`src/rtl/ifetch_bus.sv`:
```
// Instruction fetch bus adapter: issues one single-beat instruction-bus request at a time
// and delivers the returned word with its address, squashing responses made stale by redirect.
module ifetch_bus #(
  parameter logic [63:0] RESET_PC = 64'h8000_0000
) (
  input  logic        clk,
  input  logic        reset,
  input  logic [63:0] pc,
  input  logic        redirect,
  input  logic        hold,
  output logic        ireq_valid,
  output logic [63:0] ireq_addr,
  input  logic        iresp_data_ok,
  input  logic [31:0] iresp_data,
  output logic [31:0] instr,
  output logic [63:0] instr_pc,
  output logic        instr_valid,
  output logic        stallI
);

  typedef enum logic [1:0] {
    IDLE = 2'd0,
    REQ  = 2'd1,
    DROP = 2'd2,
    DONE = 2'd3
  } state_t;

  state_t      state_reg;
  state_t      state_next;
  logic [63:0] addr_reg;
  logic [31:0] instr_reg;
  logic [63:0] instr_pc_reg;

  logic        launch;
  logic        capture;

  // A request is launched only from IDLE; the response is kept only if no redirect
  // arrived while it was in flight (DROP) or in the same cycle.
  assign launch  = (state_reg == IDLE) && !redirect;
  assign capture = (state_reg == REQ) && iresp_data_ok && !redirect;

  always_ff @(posedge clk) begin
    if (reset) begin
      state_reg <= IDLE;
    end else begin
      state_reg <= state_next;
    end
  end

  always_comb begin
    state_next = state_reg;
    case (state_reg)
      IDLE: begin
        if (!redirect) state_next = REQ;
      end
      REQ: begin
        if (iresp_data_ok) begin
          state_next = redirect ? IDLE : DONE;
        end else if (redirect) begin
          state_next = DROP;
        end
      end
      DROP: begin
        if (iresp_data_ok) state_next = IDLE;
      end
      DONE: begin
        if (redirect || !hold) state_next = IDLE;
      end
      default: state_next = IDLE;
    endcase
  end

  always_comb begin
    ireq_valid  = 1'b0;
    instr_valid = 1'b0;
    stallI      = 1'b1;
    case (state_reg)
      REQ, DROP: ireq_valid = 1'b1;
      DONE: begin
        instr_valid = 1'b1;
        stallI      = 1'b0;
      end
      default: ;
    endcase
  end

  // Address is frozen from launch until the response, so the bus sees a stable request.
  always_ff @(posedge clk) begin
    if (reset) begin
      addr_reg     <= 64'h0;
      instr_reg    <= 32'h0;
      instr_pc_reg <= RESET_PC;
    end else begin
      if (launch) addr_reg <= pc;
      if (capture) begin
        instr_reg    <= iresp_data;
        instr_pc_reg <= addr_reg;
      end
    end
  end

  assign ireq_addr = addr_reg;
  assign instr     = instr_reg;
  assign instr_pc  = instr_pc_reg;

endmodule

```
`config.mk`:
```
export PLATFORM = sky130hd
export DESIGN_NAME = ifetch_bus
export DESIGN_NICKNAME = d
export VERILOG_FILES = /design/src/rtl/ifetch_bus.sv
export SDC_FILE = /design/constraint.sdc
export NUM_CORES = 1
export LEC_CHECK = 0
export BUFFER_PORTS_ARGS = -buffer_cell sky130_fd_sc_hd__buf_2
export CAP_MARGIN = 20
export CELL_PAD_IN_SITES_DETAIL_PLACEMENT = 0
export CELL_PAD_IN_SITES_GLOBAL_PLACEMENT = 1
export CORE_ASPECT_RATIO = 1.75
export CORE_MARGIN = 2
export CORE_UTILIZATION = 35
export DETAILED_ROUTE_END_ITERATION = 6
export GPL_TIMING_DRIVEN = 0
export PLACE_DENSITY = 0.89
export SLEW_MARGIN = 20
export SYNTH_ARGS = -nofsm -noshare
export SYNTH_HDL_FRONTEND = slang
export SYNTH_SLANG_ARGS = --single-unit
```
`constraint.sdc`:
```
create_clock -name clk -period 2.8 [get_ports clk]
set_input_delay 0.28 -clock clk [delete_from_list [all_inputs] [get_ports clk]]
set_output_delay 0.28 -clock clk [all_outputs]
set_load 0.02 [all_outputs]
```
**After elaboration in Yosys (flattened, before gate mapping)**

Cells that the tools add are included.

- Reduce and logical (&&, ||, !) cells: 9
- Multiplexer cells: 10
- Eq/ne operators: 7

Operators by type and width:

| operator | count |
|---|---|
| $mux 2 | 6 |
| $pmux 2 s4 | 1 |
| $ne 2x2->1 const B | 3 |
| $eq 2x2->1 const B | 2 |
| $reduce_and 4->1 | 1 |
| $logic_and 1x1->1 | 3 |
| $mux 1 | 3 |
| $ne 3x3->1 const B | 1 |
| $eq 2x1->1 const B | 1 |
| $logic_not 1->1 | 2 |
| $logic_not 2->1 | 1 |
| $reduce_or 2->1 | 1 |
| $logic_or 1x1->1 | 1 |

- Register bits: 162
- Input bits: 101

**Depth between registers and ports, before layout**

Gate-level depths: netlist of the first run.

- Word-level depth: 4
- Gate-level depth with buffers: 8
- Gate-level depth less buffers: 6

**Worst setup path after synthesis of the first run**

Ideal clock, no wire load.

- Path kind: register -> register
- Start: register state_reg[1]
- End: register instr_pc_reg[31], in the netlist instr_pc[31]
- Arrival time: 1.364 ns
- Data required time: 2.678 ns
- Stages on the path, launching flop included: 9
- Setup slack: 1.313 ns
- Path buffers: 3
- Period minus slack after synthesis: 1.487 ns
- Cell sequence: dfxtp_1 inv_1 ha_1 and3b_1 buf_4 buf_6 buf_2 nand2_1 nand3b_1

- Cells in the longest elaborated chain, start to end: 3

RTL lines:

| what | line | source |
|---|---|---|
| start: declaration | 28 | `state_t state_reg;` |
| start signal: assignment | 46 | `state_reg <= state_next;` |
| $eq 2x1->1 | 40 | `assign capture = (state_reg == REQ) && iresp_data_ok && !redirect;` |
| $logic_and 1x1->1 (2 in a row) | 40 |  |
| end signal: assignment | 97 | `instr_pc_reg <= addr_reg;` |
| end: declaration | 32 | `logic [63:0] instr_pc_reg;` |

Every way passes these cells.
A chain may end at the register's enable or synchronous reset.

**Final worst setup path of the first run**

- Start: register state_reg[0]
- End: register addr_reg[56], in the netlist ireq_addr[56]

- Cells in the longest elaborated chain, start to end: 2

RTL lines:

| what | line | source |
|---|---|---|
| $logic_not 2->1 | 39 | `assign launch = (state_reg == IDLE) && !redirect;` |
| $logic_and 1x1->1 | 39 |  |
| end signal: assignment | 94 | `if (launch) addr_reg <= pc;` |
| end: declaration | 30 | `logic [63:0] addr_reg;` |

Every way passes these cells.

==> results of run 1 <==
[final timing paths]
path,from,endpoint,slack [ps],cells after the start
max,state_reg[0]$_SDFFE_PP0P_,ireq_addr[56]$_SDFFE_PP0P_,1000,7
min,pc[40],ireq_addr[40]$_SDFFE_PP0P_,90,3
max reg2reg,state_reg[0]$_SDFFE_PP0P_,ireq_addr[56]$_SDFFE_PP0P_,1000,7
min reg2reg,instr[10]$_SDFFE_PP0P_,instr[10]$_SDFFE_PP0P_,450,2
[critical path, delay by kind of cell (launching register included)]
kind                     cells  cell delay [ps]
AO/OA/AOI/OAI                1              160
adder cells (fa/ha/maj)      1              190
buffers and inverters        3              790
flip-flops                   1              340
AND/OR/NAND/NOR              2              230
[cells by family (layout without fill, tap and decap cells)]
family          after synthesis  count (layout)
simple gates                335             335
compound gates              164             164
fa+ha+maj                     5               5
buf+inv                      57             352
flops                       162             162
[power by group through the flow]
stage,Clock (mW),Sequential [mW],Combinational (mW)
after floorplan,0,2.95,0.649
after global placement,0,2.71,1.41
after detailed placement,0,2.72,1.41
after CTS,2.27,2.67,1.42
after global routing,2.35,2.70,1.55
final,2.21,2.67,1.39
[synthesized netlist by cell type, drive strengths merged]
master and n:
inv 4, and3b 1, o21ai 2, nand2b 2
ha 5, or4 1, nand2 324, nor3 1
nand3b 2, nor2 3, o41ai 1, buf 37
clkbuf 16, a21oi 160, nor2b 1, o31ai 1
dfxtp 162
[layout make-up]
type,count,share of cell area (%)
repair buffers,263,16.9
clock inverters,13,1.62
inverters,4,0.193
flip-flops and latches,162,41.6
well taps,189,3.04
clock buffers,19,5.56
plain buffers,53,3.18
multi-input cells,504,27.9
[layer usage]
metal | wire (um) | GRT usage, %
met3 | 929 | 4.57
met5 | 0 | 0
met1 | 6710 | 21.2
met4 | 490 | 8.34
met2 | 9100 | 36.3
[metrics by stage]
step	instance area, sq um	hold slack (ps)
final	7790	92.9
after global routing	7790	75.1
after CTS	7790	71.2
after detailed placement	7230	443
after global placement	7230	438
after floorplan	5680	416
[cells in the final DEF, fill, tap and decap left out]
cell	instances
nand2_1	324
buf_2	290
dfxtp_1	162
a21oi_1	160
clkbuf_1	18
clkbuf_16	17
buf_1	7
ha_1	5
inv_1	4
clkinvlp_4	4
inv_6	4
nor2_1	3
clkinv_4	3
nand2b_1	2
buf_4	2
nand3b_1	2
o21ai_0	2
nor2b_1	1
and3b_1	1
buf_6	1
nor3_1	1
or4_1	1
o31ai_1	1
o41ai_1	1
clkinv_2	1
bufinv_16	1
==> impl_metrics.toml, run 1 <==
[worst_setup_path]
criticalPathCategory = "reg2reg"
cpPeakStageDelay_ps = 390
crit_chain = "inv_1, ha_1, nor2b_1, buf_2, clkbuf_1, nand2_1, a21oi_1"
critPathCaptureType = "flop"
worstPathArrival_ps = 2120
startpoint_type = "flop"
crit_slowest_cell = "clkbuf_1"
cp.required_ps = 3130
worstPathMaxFanout = 10

[cts]
postCtsSetupRepairBufs = 0
cts_hold_buffers = 0
clk_latency_ps = 420
root_buffer = "clkbuf_16"
clockBufferDepth = 2
cts_buffers = 17
cts_tree = "done"
cts-resized-gates = 0
clk_pin_slew_ps = 70
clock-sinks = 162
htree_levels = 4

[routing]
wl_per_cell_um = 14.3
drt-vias-per-instance = 4.62
drc = 0
routed_wl_um = 17200
dr_total_vias = 5575
ant_nets = 0
drt_iter0_drc = 131
first_pass_iters = 5

[die]
io_pins = 264
dieHeight_um = 172
fp.coreArea_sq_um = 15900
die_width_um = 100
rows = 61
dieArea_sq_um = 17300
start_util_pct = 35.8

[timing]
tns_ps = 0
worst_pin_slew_ps = 571
setup_viol = 0
drv_slew = 0
relSlewSlack_pct = 61.9
fin_worst_skew_ps = 10.3
finalHoldViolCount = 0
final.setup.worst_slack_ps = 1000
period_share_pct = 64.1
fmax_mhz = 557
rsz0062_at_grt = "no"
post-route-min-period_ps = 1800

[cells_and_area]
diodes = 0
fin_util_pct = 49.1
fill_cells = 1657
layout.nets = 1111
drive_above_1_share_pct = 31.7
area_growth_pct = 37.2
multi_input_area_sq_um = 2170
final_cells = 1207
seqCellArea_sq_um = 3240

[placement]
dp.cells = 1175
dp_slack_ps = 985
hpwl_um = 13200
place.gp.congestion = 0.790
io_buffers = 263

[power_and_ir_drop]
seqPwrFrac_pct = 42.5
power_frac_clock_pct = 35.3
p_leak_nw = 3.53
total_power_mw = 6.27
swShare_pct = 33.0
cellInternalPower_mw = 4.20
p_comb_share_pct = 22.2
vdd_drop_max_uv = 392
p_switching_mw = 2.07
p_per_area_nw_per_um2 = 805

[synth]
synth_seq_cells = 162
yosysWarnings = 0
yosys.area.top_type = "dfxtp_1"
yosys.area_share.xor_xnor_pct = 0
synth.mux.area_fraction_pct = 0
avgSynthCellArea_sq_um = 7.85
syn-num-nets = 829
seq_area_frac_synth_pct = 57.1
synth_cell_types = 20
synth_simple_gate_area_share_pct = 22.6
synth_top_family_by_area = "simple AND/OR/NAND/NOR gates"
synthAdderAreaFrac_pct = 1.10
synth_top_area_share_pct = 57.1
syn-cell-area_sq_um = 5680
synth.area.top_cells = "dfxtp_1 (57%), nand2_1 (21%), a21oi_1 (14%)"
netlist_instances = 723
synth_compound_area_share_pct = 14.6

[grt]
grt_pass1_vias = 5286
grt_pass1_wl_um = 26700
grt_max_degree = 17
grtUsageTotal_pct = 19.7
gr-total-overflow = 0
antenna_found_initial = 0

[run_status]
status = "finished clean"

[min_path]
min_path_type = "in2reg"

[run]
cap_violations = 0
(Power assumes the default switching activity.)
==> run 2: changes to the inputs <==
CORE_UTILIZATION = 32   (was 35)
PLACE_DENSITY = 0.83   (was 0.89)
clock period = 1.8 ns   (was 2.8 ns; I/O delays follow)
==> run 2 against run 1 <==
Net effect:
- first-iteration DRC count rose by 84%
- cell count up 11%
- design area increased by 14%
- clock skew shrank 2.7 ps
- worst hold slack lost 73 ps
- critical endpoint is now instr[24]$_SDFFE_PP0P_
==> impl_metrics.toml, run 2 (synthesized netlist as in run 1, its figures left out) <==
[routing]
first_pass_iters = 4
drt-vias-per-instance = 4.52
dr_total_vias = 6056
met3_length_um = 933
routed_wl_um = 19100
highest_layer = "met4"
met2_length_um = 10200
drt_iter0_drc = 241
wl_per_cell_um = 14.3
ant_nets = 0
drt-met1-wl_um = 7160
drc = 0

[run_status]
status = "finished clean"

[worst_setup_path]
critPathCaptureType = "flop"
startpoint_type = "flop"
worstPathArrival_ps = 2000
cp.required_ps = 2150
crit_slowest_cell = "dfxtp_1"
worstPathMaxFanout = 10
r2r_slack_ps = 140
cpPeakStageDelay_ps = 380
crit_chain = "inv_1, ha_2, nand3b_1, buf_4, buf_2, nand2_1, a21oi_1"
criticalPathCategory = "reg2reg"

[placement]
place.gp.congestion = 0.795
dp.cells = 1217
hpwl_um = 13800
io_buffers = 263

[cells_and_area]
final_cells = 1341
drive_above_1_share_pct = 29.9
area_growth_pct = 55.9
layout_commonest_cell = "nand2_1"
fin_util_pct = 50.7
layout_common_cells = "nand2_1 (324), buf_2 (284), dfxtp_1 (162)"
layout.nets = 1202
fill_cells = 1770

[power_and_ir_drop]
vdd_drop_max_uv = 589
p_per_area_nw_per_um2 = 1180
p_leak_nw = 3.98

[die]
fp.coreArea_sq_um = 17500
dieHeight_um = 180
rows = 64
start_util_pct = 32.5
io_pins = 264
dieArea_sq_um = 18900
die_width_um = 105

[timing]
setup_viol = 0
period_share_pct = 92.0
post-route-min-period_ps = 1660
finalHoldViolCount = 0
fin_worst_skew_ps = 7.61
rsz0062_at_grt = "no"
tns_ps = 0
drv_slew = 0
fmax_mhz = 604
relSlewSlack_pct = 63.4
worst_pin_slew_ps = 550

[cts]
htree_levels = 4
cts_buffers = 17
clk_latency_ps = 420
clockBufferDepth = 2
clock-sinks = 162
clk_pin_slew_ps = 60
root_buffer = "clkbuf_16"
cts_tree = "done"

[run]
cap_violations = 0

[min_path]
min_path_type = "in2reg"

[grt]
gr-total-overflow = 0
grtUsageTotal_pct = 20.1
antenna_found_initial = 2
grt_max_degree = 17
grt_pass1_wl_um = 30100
grt_pass1_vias = 5801
-- run 2: cell types whose count changed in the layout (fill, tap and decap cells not counted), moves of 4 or more --
cell / before / now
dlygate4sd3_1: 0 / 89
buf_2: 290 / 284
inv_6: 4 / 0
buf_1: 7 / 2
clkbuf_4: 0 / 7
buf_4: 2 / 6
-- run 2: timing repair --
item	in CTS	in global routing
setup buffers	2	0
hold endpoints to repair	89	0
resized for setup	2	18
endpoints found under the setup margin	53	102
pin swaps	1	1
hold buffers	89	0
-- run 2: area by class of cell --
cell class	instances	area, sq um	area share, %
Inverter	4	15.0	0.170
Antenna cell	2	5.00	0.0565
Tap cell	231	289	3.26
Multi-Input combinational cell	504	2170	24.6
Timing Repair Buffer	354	2220	25.1
Buffer	53	278	3.14
Clock buffer	22	474	5.36
Sequential cell	162	3240	36.6
Clock inverter	9	154	1.74
-- run 2: worst paths after layout --
kind                             start  cells after the start                    endpoint
min                             pc[55]                      3  ireq_addr[55]$_SDFFE_PP0P_
min reg2reg   instr_pc[9]$_SDFFE_PP0P_                      2    instr_pc[9]$_SDFFE_PP0P_
max reg2reg  state_reg[1]$_SDFFE_PP0P_                      7      instr[24]$_SDFFE_PP0P_
max          state_reg[1]$_SDFFE_PP0P_                      7      instr[24]$_SDFFE_PP0P_
-- run 2: power breakdown --
| group | internal (mW) | leakage (nW) | switching [mW] |
|---|---|---|---|
| combinational | 0.861 | 2.36 | 1.52 |
| sequential | 3.92 | 1.32 | 0.230 |
| clock | 2.42 | 0.302 | 1.46 |
| total | 7.21 | 3.98 | 3.21 |
-- run 2: through the flow --
step	cell area [sq um]	hold WS [ps]	power [mW]	setup WS, ps
after CTS	8820	0.926	10.5	0.0984
final	8850	20.1	10.4	144
after global routing	8850	16.2	10.9	2.30
after detailed placement	7280	425	6.45	-40.6
after global placement	7280	422	6.43	-38.9
after floorplan	5680	316	5.60	313
-- run 2: critical path: cells and delay by family (launching register included) --
family	cells	cell delay, ps
adder cells (fa/ha/maj)	1	210
AND/OR/NAND/NOR	2	290
AO/OA/AOI/OAI	1	150
buffers and inverters	3	560
flip-flops	1	380
-- run 2: per-layer routing --
metal,up-vias,GRT usage [%]
met4,0,11.4
met5,-,0
met3,48,4.30
li1,3071,-
met2,189,37.5
met1,2748,20.4
==> run 3: changes to the inputs <==
CTS_BUF_LIST = sky130_fd_sc_hd__clkbuf_16   (was not set)
SKIP_LAST_GASP = 1   (was not set)
==> run 3 against run 2 <==
Net effect:
- clock skew decreased by 0.83 ps
- wire length about the same
- maximum frequency decreased by 0.89%
- non-clock buffer count decreased by 4
- register-to-register slack about the same
- clock power decreased by 4%
- combinational power about the same
- die area unchanged
- critical path type unchanged
- largest power group unchanged
==> impl_metrics.toml, run 3 (synthesized netlist as in run 1, its figures left out) <==
[worst_setup_path]
worstPathArrival_ps = 2020
startpoint_type = "flop"
criticalPathCategory = "reg2reg"
worstPathMaxFanout = 10
cp.required_ps = 2140
critPathCaptureType = "flop"

[routing]
drt_iter0_drc = 239
drc = 0
wl_per_cell_um = 14.3
drt-vias-per-instance = 4.50
first_pass_iters = 4
dr_total_vias = 6012
ant_nets = 0
routed_wl_um = 19100

[cts]
clockBufferDepth = 2
cts_tree = "done"
clk_latency_ps = 420
htree_levels = 4
root_buffer = "clkbuf_16"
clock-sinks = 162
clk_pin_slew_ps = 60
cts_buffers = 17

[die]
rows = 64
io_pins = 264
fp.coreArea_sq_um = 17500
dieArea_sq_um = 18900
start_util_pct = 32.5
die_width_um = 105
dieHeight_um = 180

[cells_and_area]
area_growth_pct = 54.7
drive_above_1_share_pct = 29.7
fill_cells = 1780
layout_commonest_cell = "nand2_1"
layout_common_cells = "nand2_1 (324), buf_2 (285), dfxtp_1 (162)"
layout.nets = 1198

[timing]
post-route-min-period_ps = 1670
drv_slew = 0
fin_worst_skew_ps = 6.78
relSlewSlack_pct = 62.1
rsz0062_at_grt = "no"
fmax_mhz = 599
period_share_pct = 92.8
setup_viol = 0
whs_ps = 18.4
tns_ps = 0
worst_pin_slew_ps = 569
finalHoldViolCount = 0

[grt]
grtUsageTotal_pct = 20.2
grt_pass1_wl_um = 30000
grt_pass1_vias = 5768
gr-total-overflow = 0
antenna_found_initial = 1
grt_max_degree = 17

[power_and_ir_drop]
p_per_area_nw_per_um2 = 1170
p_leak_nw = 3.95
vdd_drop_max_uv = 558

[min_path]
min_path_type = "in2reg"

[placement]
place.gp.congestion = 0.795
io_buffers = 263
hpwl_um = 13800

[run]
cap_violations = 0

[run_status]
status = "finished clean"
[run 3: cell count changes in the layout (fill, tap and decap cells not counted), moves of 2 or more]
cell and delta:
clkbuf_8 -3, clkinv_1 +3, clkbuf_1 -2, dlygate4sd3_1 -4, inv_1 +2
[run 3: metrics by stage]
step,instances,instance area (sq um),setup WS (ps),total power [mW],util (%)
final,1336,8780,129,10.3,50.3
after CTS,1335,8750,0.0138,10.4,50.1
after detailed placement,1217,7280,-40.6,6.45,41.7
after global placement,1217,7280,-38.9,6.43,41.7
after floorplan,723,5680,313,5.60,-
after global routing,1335,8780,0.351,10.8,50.3
[run 3: final timing paths]
| kind | cells after the start | to | slack (ps) | startpoint |
|---|---|---|---|---|
| setup / recovery | 7 | instr[24]$_SDFFE_PP0P_ | 130 | state_reg[1]$_SDFFE_PP0P_ |
| hold / removal | 3 | ireq_addr[55]$_SDFFE_PP0P_ | 20 | pc[55] |
| setup reg to reg | 7 | instr[24]$_SDFFE_PP0P_ | 130 | state_reg[1]$_SDFFE_PP0P_ |
| hold reg to reg | 2 | instr_pc[3]$_SDFFE_PP0P_ | 450 | instr_pc[3]$_SDFFE_PP0P_ |
[run 3: what timing repair did]
item,4_1_cts,5_1_grt
endpoints found under the setup margin,55,99
setup buffers,2,0
resized for setup,3,16
pin swaps,1,1
hold endpoints to repair,85,0
hold buffers,85,0
[run 3: area by class of cell]
class	count	area, sq um	share of cell area (%)
Multi-Input combinational cell	504	2170	24.8
Sequential cell	162	3240	36.9
Inverter	4	15.0	0.171
Clock buffer	17	425	4.84
Tap cell	231	289	3.29
Buffer	53	278	3.16
Timing Repair Buffer	350	2180	24.8
Antenna cell	1	2.50	0.0285
Clock inverter	14	173	1.97
[run 3: per-layer routing]
| layer | share of wire, % | vias to the layer above | GRT usage (%) |
|---|---|---|---|
| li1 | - | 3059 | - |
| met1 | 38 | 2735 | 20.2 |
| met2 | 54 | 177 | 37.9 |
| met3 | 4.7 | 41 | 4.85 |
| met4 | 3.8 | 0 | 10.3 |
| met5 | 0 | - | 0 |
[run 3: critical path: stages, from the launching register on]
cell and delay [ps]:
dfxtp_1 370, inv_1 100, ha_2 210, nand3b_1 220, buf_4 230, buf_2 230, nand2_1 70, a21oi_1 150
[run 3: power breakdown]
part / switching, mW / leakage [nW] / internal [mW]
Sequential: 0.232 / 1.32 / 3.92
Clock: 1.44 / 0.294 / 2.28
Combinational: 1.52 / 2.34 / 0.855
Total: 3.19 / 3.95 / 7.06
